[src/rtl/mult_share_arb.sv]
// Two-requester round-robin front end for one shared 8x8 multiplier.
// Operands are registered, the product is registered and held until the winner takes it.
module mult_share_arb #(
  parameter int unsigned OP_W  = 8,
  parameter int unsigned RES_W = 16,
  parameter int unsigned CNT_W = 16
) (
  input  logic             clk,
  input  logic             rst_n,
  input  logic             req0_valid_i,
  output logic             req0_ready_o,
  input  logic [OP_W-1:0]  req0_a_i,
  input  logic [OP_W-1:0]  req0_b_i,
  input  logic             req1_valid_i,
  output logic             req1_ready_o,
  input  logic [OP_W-1:0]  req1_a_i,
  input  logic [OP_W-1:0]  req1_b_i,
  output logic             rsp0_valid_o,
  input  logic             rsp0_ready_i,
  output logic             rsp1_valid_o,
  input  logic             rsp1_ready_i,
  output logic [RES_W-1:0] rsp_data_o,
  output logic             busy_o,
  output logic [CNT_W-1:0] op_count_o
);

  typedef enum logic [1:0] {StIdle, StMul, StResp} state_e;

  state_e             state_q, state_d;
  logic               last_grant_q, last_grant_d;
  logic               gnt_id_q, gnt_id_d;
  logic [OP_W-1:0]    op_a_q, op_a_d;
  logic [OP_W-1:0]    op_b_q, op_b_d;
  logic [RES_W-1:0]   rsp_data_q, rsp_data_d;
  logic [CNT_W-1:0]   op_count_q, op_count_d;
  logic [RES_W-1:0]   product;
  logic               gnt0, gnt1, rsp_hs;

  // Carry-save reduction of the partial products, one final carry-propagate add.
  // Bits carried out of the top are dropped: the true product always fits RES_W.
  always_comb begin
    logic [RES_W-1:0] s, c, pp, s_n;
    s = '0;
    c = '0;
    for (int i = 0; i < int'(OP_W); i++) begin
      pp  = op_b_q[i] ? (RES_W'(op_a_q) << i) : '0;
      s_n = s ^ c ^ pp;
      c   = ((s & c) | (s & pp) | (c & pp)) << 1;
      s   = s_n;
    end
    product = s + c;
  end

  // On a tie the requester that did not win last time is granted.
  always_comb begin
    gnt0   = (state_q == StIdle) && req0_valid_i && (!req1_valid_i || last_grant_q);
    gnt1   = (state_q == StIdle) && req1_valid_i && (!req0_valid_i || !last_grant_q);
    rsp_hs = (state_q == StResp) && (gnt_id_q ? rsp1_ready_i : rsp0_ready_i);
  end

  always_ff @(posedge clk or negedge rst_n) begin
    if (!rst_n) begin
      state_q      <= StIdle;
      last_grant_q <= 1'b1;
      gnt_id_q     <= 1'b0;
      op_a_q       <= '0;
      op_b_q       <= '0;
      rsp_data_q   <= '0;
      op_count_q   <= '0;
    end else begin
      state_q      <= state_d;
      last_grant_q <= last_grant_d;
      gnt_id_q     <= gnt_id_d;
      op_a_q       <= op_a_d;
      op_b_q       <= op_b_d;
      rsp_data_q   <= rsp_data_d;
      op_count_q   <= op_count_d;
    end
  end

  always_comb begin
    state_d = state_q;
    unique case (state_q)
      StIdle:  if (gnt0 || gnt1) state_d = StMul;
      StMul:   state_d = StResp;
      StResp:  if (rsp_hs) state_d = StIdle;
      default: state_d = StIdle;
    endcase
  end

  always_comb begin
    last_grant_d = last_grant_q;
    gnt_id_d     = gnt_id_q;
    op_a_d       = op_a_q;
    op_b_d       = op_b_q;
    rsp_data_d   = rsp_data_q;
    op_count_d   = op_count_q;
    if (gnt0 || gnt1) begin
      gnt_id_d = gnt1;
      op_a_d   = gnt1 ? req1_a_i : req0_a_i;
      op_b_d   = gnt1 ? req1_b_i : req0_b_i;
    end
    if (state_q == StMul) rsp_data_d = product;
    if (rsp_hs) begin
      last_grant_d = gnt_id_q;
      op_count_d   = op_count_q + 1'b1;
    end
  end

  // Ready is masked during reset so a waiting requester is never told it was taken.
  always_comb begin
    req0_ready_o = gnt0 && rst_n;
    req1_ready_o = gnt1 && rst_n;
    rsp0_valid_o = (state_q == StResp) && !gnt_id_q;
    rsp1_valid_o = (state_q == StResp) && gnt_id_q;
    busy_o       = (state_q != StIdle);
    rsp_data_o   = rsp_data_q;
    op_count_o   = op_count_q;
  end

endmodule

[config.mk]
export PLATFORM = sky130hd
export DESIGN_NAME = mult_share_arb
export DESIGN_NICKNAME = d
export VERILOG_FILES = /design/src/rtl/mult_share_arb.sv
export SDC_FILE = /design/constraint.sdc
export NUM_CORES = 1
export LEC_CHECK = 0
export BUFFER_PORTS_ARGS = -buffer_cell sky130_fd_sc_hd__buf_2
export CAP_MARGIN = 20
export CORE_MARGIN = 4
export CORE_UTILIZATION = 58
export DETAILED_ROUTE_END_ITERATION = 8
export PLACE_DENSITY_LB_ADDON = 0.2
export SYNTH_ARGS = -nofsm -noshare
export SYNTH_HDL_FRONTEND = slang
export SYNTH_SLANG_ARGS = --single-unit
[constraint.sdc]
create_clock -name clk -period 14.7 [get_ports clk]
set_clock_uncertainty 0.2 [all_clocks]
set_input_delay 3.675 -clock clk [delete_from_list [all_inputs] [get_ports clk]]
set_output_delay 3.675 -clock clk [all_outputs]
set_load 0.02 [all_outputs]
# Word level (Yosys, flattened, before mapping)
# Index checks and enable logic that the tools add are counted.
# word_totals
wordCells	90
input_bits	38
out_inout_bits	37
reg_bits	52
# op_classes
mux	14
n_eq_ne	4
bitwise	44
reduce_logical	19
n_addsub	2
# op_table
cell	n
AND 14 x 15 -> 15 bit	2
bitwise OR 15 bit	2
AND 13 x 14 -> 14 bit	2
bitwise OR 14 bit	2
AND 12 x 13 -> 13 bit	2
bitwise OR 13 bit	2
AND 11 x 12 -> 12 bit	2
two-way mux 8 bit	3
bitwise OR 12 bit	2
AND 10 x 11 -> 11 bit	2
bitwise OR 11 bit	2
AND 9 x 10 -> 10 bit	2
bitwise OR 10 bit	2
adder 15 x 16 -> 16 bit	1
adder 16 x 1 -> 16 bit (second input constant)	1
AND 15 bit	1
two-way mux 15 bit	1
bitwise XOR 14 x 15 -> 15 bit	1
bitwise XOR 15 bit	1
AND 14 bit	1
two-way mux 14 bit	1
bitwise XOR 13 x 14 -> 14 bit	1
bitwise XOR 14 bit	1
AND 13 bit	1
31 further kinds	45

# Longest topological paths before layout
# Gate-level depths: netlist (run 1).
# depth
depth_word	21
ltp_mapped	17
mapped_depth_nobuf	16

# Worst setup path before layout (run 1)
# Ideal clock, no wire load.
# synth_path
path_kind	input to output
from	in req0_valid_i
to	out req1_ready_o
n_path_buf	1
cell_stages	4
t_required_ns	10.825
arrival_ns	4.442
path_slack_ns	6.383
cell_sequence	nand2_1 -> nand3_1 -> clkbuf_1 -> nor2_1
# synth_between
elab_chain_cells	4
# synth_rtl
item	line	source
start: declaration	10	input logic req0_valid_i,
logical NOT 1 bit	57	gnt1 = (state_q == StIdle) && req1_valid_i && (!req0_valid_i || !last_grant_q);
logical OR 1 bit	57	
logical AND 1 bit	57	
logical AND 1 bit	113	req1_ready_o = gnt1 && rst_n;
end: declaration	15	output logic req1_ready_o,
# No other way between the ends.

# Worst setup path in the final report (run 1)
# layout_path
from	in req1_valid_i
to	out req0_ready_o
# layout_between
elab_chain_cells	4
# layout_rtl
item	line	source
start: declaration	14	input logic req1_valid_i,
logical NOT 1 bit	56	gnt0 = (state_q == StIdle) && req0_valid_i && (!req1_valid_i || last_grant_q);
logical OR 1 bit	56	
logical AND 1 bit	56	
logical AND 1 bit	112	req0_ready_o = gnt0 && rst_n;
end: declaration	11	output logic req0_ready_o,
# No other way between the ends.

==> results by group, run 1 <==
Run status
  • Status: complete, no violations

Setup path
  • Cell repeated most along the worst path: buf_2
  • FF-to-FF path depth: 16
  • Crit path launch type: input port
  • Element type at the critical path end: primary output
  • Crit-path slowest cell: nand3_1
  • CP peak stage delay: 730 ps
  • Crit path cell chain: buf_2 -> nand2b_1 -> nand3_1 -> nor2_1 -> buf_2
  • CP required: 10820 ps
  • Max FO, Critical Path: 19
  • Kind of critical path: input port to primary output
  • Data arrival, critical path: 5050 ps

Detailed routing
  • Routed wire length: around 7.4 mm
  • Initial drt markers: 50
  • WL/cell: 13.8 µm
  • Drc violations: 0
  • Mean number of vias per cell: 5.42
  • Post-route ant nets: 0
  • Via count: 2926
  • DR pass1 iterations: 4

Clock tree
  • Post-CTS setup buffers: 0
  • Clk buf depth: 2
  • Total CTS buffers: 5
  • Sinks on the clock net: 52
  • Root Buffer: clkbuf_8
  • Clock-pin slew of the registers on the worst-case setup and hold paths: 80 ps
  • TritonCTS clock tree: built
  • Htree depth: 2
  • Hold Buf Count CTS: 0
  • Latest clock arrival within the worst-skew pair: 310 ps
  • Post-CTS Resized: 0

Floorplan
  • FP Rows: 29
  • Total core area: around 6500 µm²
  • Die Footprint: ~8200 µm²
  • Die Ht: 90.5 µm
  • DIE WIDTH: slightly above 90 µm
  • Initial Util: 0.608
  • # IOs: 75

Global routing
  • Total track usage: 0.190
  • First-pass GRT wire length: 12.8 mm
  • Global route total overflow: 0
  • Number of global-route vias before repair: roughly 2800
  • Initial antenna violation count: 0
  • Largest net degree at the start of global routing: 54

Yosys
  • Post-synth ARST share: 1.00
  • Net count after synthesis: 494
  • Post-synthesis sequential area ratio: 0.330
  • Area contributors post-synth: dfrtp_1 32%, fa_1 22%, nand2_1 6.8%
  • FF+latch count, synth: 52
  • Cell area after synthesis: around 3900 µm²
  • Unique cell type count in the Yosys netlist: 41
  • Top_reg_cell synth: dfrtp_1
  • Synth area leader: dfrtp_1
  • Syn avg cell area: 9.92 µm²
  • Syn. warnings: 0
  • Synth top area share: 0.323
  • EDFF count, synth: 0
  • Cell count after synthesis: ~400

Timing
  • Final setup fails: 0
  • Fin Setup TNS: 0 ps
  • Achievable Freq: 112 MHz
  • Slew Viols, Final: 0
  • Worst-Margin Slew: 1070 ps
  • Fin crit period: 8920 ps
  • Slew headroom: 0.286
  • Final Cycle Share: 0.607
  • RSZ-0062 raised after global routing: false
  • Final-report hold violation count: 0

Final layout
  • Most frequent cells in the layout: 74 x buf_2, 72 x nand2_1, 51 x dfrtp_1
  • Final net count: 558
  • Share of cells above drive strength 1: 0.203
  • Commonest non-fill, non-tap cell in the layout: buf_2
  • Storage cell area: around 1300 µm²
  • Diodes inserted: 0
  • Multi-input gate area: about 2400 µm²
  • Area Growth Syn to Fin: 12.5%
  • Fill cell count: 528

Job
  • # Max-Cap Violations: 0

Hold path
  • Worst min path class: register to register
  • Hold Path Depth: 1

Place
  • Detailed placement HPWL: 6.03 mm
  • I/O Buffers: 74
  • RePlAce Congestion: 0.851
==> worst max-delay path, delay by kind of cell <==
kind	cells	cell delay, ps
buffers and inverters	2	300
AND/OR/NAND/NOR	3	1070
==> worst paths after layout <==
check,from,endpoint,slack (ps)
setup / recovery,req1_valid_i,req0_ready_o,5780
hold / removal,op_count_o[15]$_DFFE_PN0P_,op_count_o[15]$_DFFE_PN0P_,270
setup reg to reg,op_a_q[7]$_DFFE_PN0P_,rsp_data_o[14]$_DFFE_PN0N_,9000
hold reg to reg,op_count_o[15]$_DFFE_PN0P_,op_count_o[15]$_DFFE_PN0P_,270
max in group asynchronous,rst_n,op_b_q[3]$_DFFE_PN0P_,10600
min in group asynchronous,rst_n,op_count_o[15]$_DFFE_PN0P_,3270
==> logic make-up (layout without fill, tap and decap cells) <==
group,Yosys count,after routing,share of synthesized area
and+or+nand+nor,162,162,0.206
adders and majority gates,58,58,0.266
DFF,52,52,0.330
buffers and inverters,49,114,0.0497
AOI/OAI and AO/OA,40,40,0.0580
muxes,21,21,0.0551
xor gates and xnor gates,16,16,0.0355
==> per-stage QoR <==
stage / cells / setup WS [ps] / cell area, µm² / hold WS, ps / util
after floorplan: 398 / 6380 / 3950 / 339 / -
after global placement: 531 / 5750 / 4340 / 246 / 0.668
after detailed placement: 531 / 5720 / 4340 / 260 / 0.668
after CTS: 539 / 5690 / 4430 / 280 / 0.682
after global routing: 540 / 5580 / 4440 / 306 / 0.684
final: 540 / 5780 / 4440 / 270 / 0.684
==> layout make-up <==
type                    count  area share
clock buffers               8      0.0203
inverters                  30      0.0253
repair buffers             76      0.0884
well taps                  77      0.0217
multi-input cells         297       0.551
flip-flops and latches     52       0.293
==> synth_stat cells, types with 13 or more instances <==
library cell,n
o21ai_0,14
clkbuf_1,16
mux2i_1,17
and2_1,27
dfrtp_1,51
nor2_1,27
ha_1,15
nand2_1,72
a21oi_1,16
inv_1,30
fa_1,43
xnor2_1,13
==> metal layers <==
| metal | vias up | track usage | share of wire |
|---|---|---|---|
| met5 | - | 0 | 0 |
| met4 | 0 | 0.0561 | 0.012 |
| met3 | 9 | 0.0375 | 0.055 |
| met2 | 75 | 0.298 | 0.47 |
| met1 | 1430 | 0.268 | 0.47 |
| li1 | 1412 | - | - |
==> registers in the layout (all words and copies together), names as in the netlist <==
name,cells
op_count_o,16
gnt_id_q,1
state_q,2
op_a_q,8
op_b_q,8
last_grant_q,1
rsp_data_o,16
Power of run 1 is left out: the tool's default activity adds up to more than one toggle a clock period on the data nets, which glitch-free logic cannot reach.
==> run 2: changes to the inputs <==
--- a/config.mk
+++ b/config.mk
@@ -8,7 +8,7 @@
 export BUFFER_PORTS_ARGS = -buffer_cell sky130_fd_sc_hd__buf_2
 export CAP_MARGIN = 20
 export CORE_MARGIN = 4
-export CORE_UTILIZATION = 58
+export CORE_UTILIZATION = 56
 export DETAILED_ROUTE_END_ITERATION = 8
 export PLACE_DENSITY_LB_ADDON = 0.2
 export SYNTH_ARGS = -nofsm -noshare
==> constraint.sdc (replaced) <==
create_clock -name clk -period 9 [get_ports clk]
set_clock_uncertainty 0.2 [all_clocks]
set_input_delay 2.25 -clock clk [delete_from_list [all_inputs] [get_ports clk]]
set_output_delay 2.25 -clock clk [all_outputs]
set_load 0.02 [all_outputs]
==> run 2 against run 1 <==
First-iteration DRC count is 94% higher. Cell area grew 1.0%. Sequential share of layout area shrank 0.29 points. Final cell count increased by 3.5%. Global-route usage grew 0.23 points. Utilization fell by 2.7 points. Worst hold slack about the same. Via count down 1.2%. Wire length up 0.66%. Setup slack got worse by 2900 ps. Non-clock buffer count did not move. Die area up 3.3%.
==> results by group, run 2 (synthesized netlist as in run 1, its figures left out) <==
Place
  • Area after DPL: 4360 µm²
  • I/O Buffers: 74
  • Dpl cells: 550
  • RePlAce Congestion: 0.839
  • Worst slack at placement: 2850 ps
  • Detailed placement HPWL: 6.04 mm

Floorplan
  • Total core area: 6830 µm²
  • DIE WIDTH: 92.0 µm
  • Die Ht: 92.0 µm
  • Die Footprint: 8460 µm²
  • FP Rows: 30
  • # IOs: 75
  • Initial Util: 0.578

Global routing
  • Global route total overflow: 0
  • Total track usage: 0.192
  • Initial antenna violation count: 0
  • Number of global-route vias before repair: 2806
  • First-pass GRT wire length: 13.2 mm
  • Largest net degree at the start of global routing: 54

Timing
  • Slew headroom: 0.286
  • Final-report hold violation count: 0
  • Final WS setup: between 2000 and 3000 ps
  • Fin crit period: 6090 ps
  • Achievable Freq: 164 MHz
  • Final Cycle Share: 0.676
  • RSZ-0062 raised after global routing: false
  • Final setup fails: 0
  • Fin Setup TNS: 0 ps
  • Slew Viols, Final: 0
  • Worst-Margin Slew: 1070 ps

Detailed routing
  • Wl on met1: 3.61 mm
  • Initial drt markers: 97
  • Via count: between 2000 and 3000
  • Post-route ant nets: 0
  • Drc violations: 0
  • WL/cell: 13.4 µm
  • Mean number of vias per cell: roughly 5.2
  • Met3 Wirelength: 361 µm
  • Uppermost layer routed: met4
  • Routed wl met2: 3.41 mm
  • Routed wire length: 7.49 mm
  • DR pass1 iterations: 4

Final layout
  • Area Growth Syn to Fin: 13.7%
  • Post-route insts no fill: 559
  • Most frequent cells in the layout: 74 x buf_2, 72 x nand2_1, 51 x dfrtp_1
  • Post-route cell area: roughly 4500 µm²
  • Share of cells above drive strength 1: 0.205
  • Commonest non-fill, non-tap cell in the layout: buf_2
  • Multi-input gate area: 2450 µm²
  • Fill cell count: 588
  • Storage cell area: 1300 µm²
  • Diodes inserted: 0
  • Final net count: between 500 and 600

Clock tree
  • TritonCTS clock tree: built
  • Clk buf depth: 2
  • Hold Buf Count CTS: 0
  • Root Buffer: clkbuf_8
  • Clock-pin slew of the registers on the worst-case setup and hold paths: 100 ps
  • Total CTS buffers: 5
  • Post-CTS Resized: 0
  • Htree depth: 2
  • Latest clock arrival within the worst-skew pair: 310 ps
  • Sinks on the clock net: 52
  • Post-CTS setup buffers: 0

Setup path
  • Element type at the critical path end: primary output
  • CP required: ~6600 ps
  • Data arrival, critical path: between 3000 and 4000 ps
  • Crit path launch type: input port
  • Max FO, Critical Path: 19
  • Kind of critical path: input port to primary output

Run status
  • Status: complete, no violations

Hold path
  • Worst min path class: register to register

Job
  • # Max-Cap Violations: 0
-- run 2: cell types whose count changed in the layout (fill, tap and decap cells not counted), sizes merged --
cell    delta
clkbuf     -2
inv        +1
bufinv     +1
-- run 2: cell type report --
| class | count | area share |
|---|---|---|
| multi-input cells | 297 | 0.546 |
| flip-flops and latches | 52 | 0.290 |
| repair buffers | 76 | 0.0875 |
| well taps | 96 | 0.0268 |
| inverters | 30 | 0.0251 |
| clock buffers | 6 | 0.0162 |
| clock inverters | 2 | 0.00864 |
-- run 2: per-stage QoR --
stage	utilization	hold slack [ps]
after floorplan	-	339
after global placement	0.639	247
after detailed placement	0.639	257
after CTS	0.655	278
after global routing	0.657	301
final	0.657	270
-- run 2: metal layers --
metal | track usage | vias to the layer above
li1 | - | 1411
met4 | 0.0421 | 0
met2 | 0.297 | 70
met5 | 0 | -
met1 | 0.284 | 1400
met3 | 0.0353 | 10
-- run 2: path summary, 6_finish.rpt --
check / slack, ps / from / end / cells past startpoint
setup reg to reg: 3300 / op_a_q[7]$_DFFE_PN0P_ / rsp_data_o[14]$_DFFE_PN0N_ / 16
max in group asynchronous: 6320 / rst_n / rsp_data_o[2]$_DFFE_PN0N_ / 2
min in group asynchronous: 1840 / rst_n / op_count_o[13]$_DFFE_PN0P_ / 2
hold / removal: 270 / op_count_o[15]$_DFFE_PN0P_ / op_count_o[15]$_DFFE_PN0P_ / 1
hold reg to reg: 270 / op_count_o[15]$_DFFE_PN0P_ / op_count_o[15]$_DFFE_PN0P_ / 1
setup / recovery: 2910 / req1_valid_i / req0_ready_o / 5
-- run 2: critical path: stages --
cell and delay [ps]:
buf_2 100, nand2b_1 60, nand3_1 740, nor2_1 290, buf_2 200
Power of run 2 is left out for the same reason.
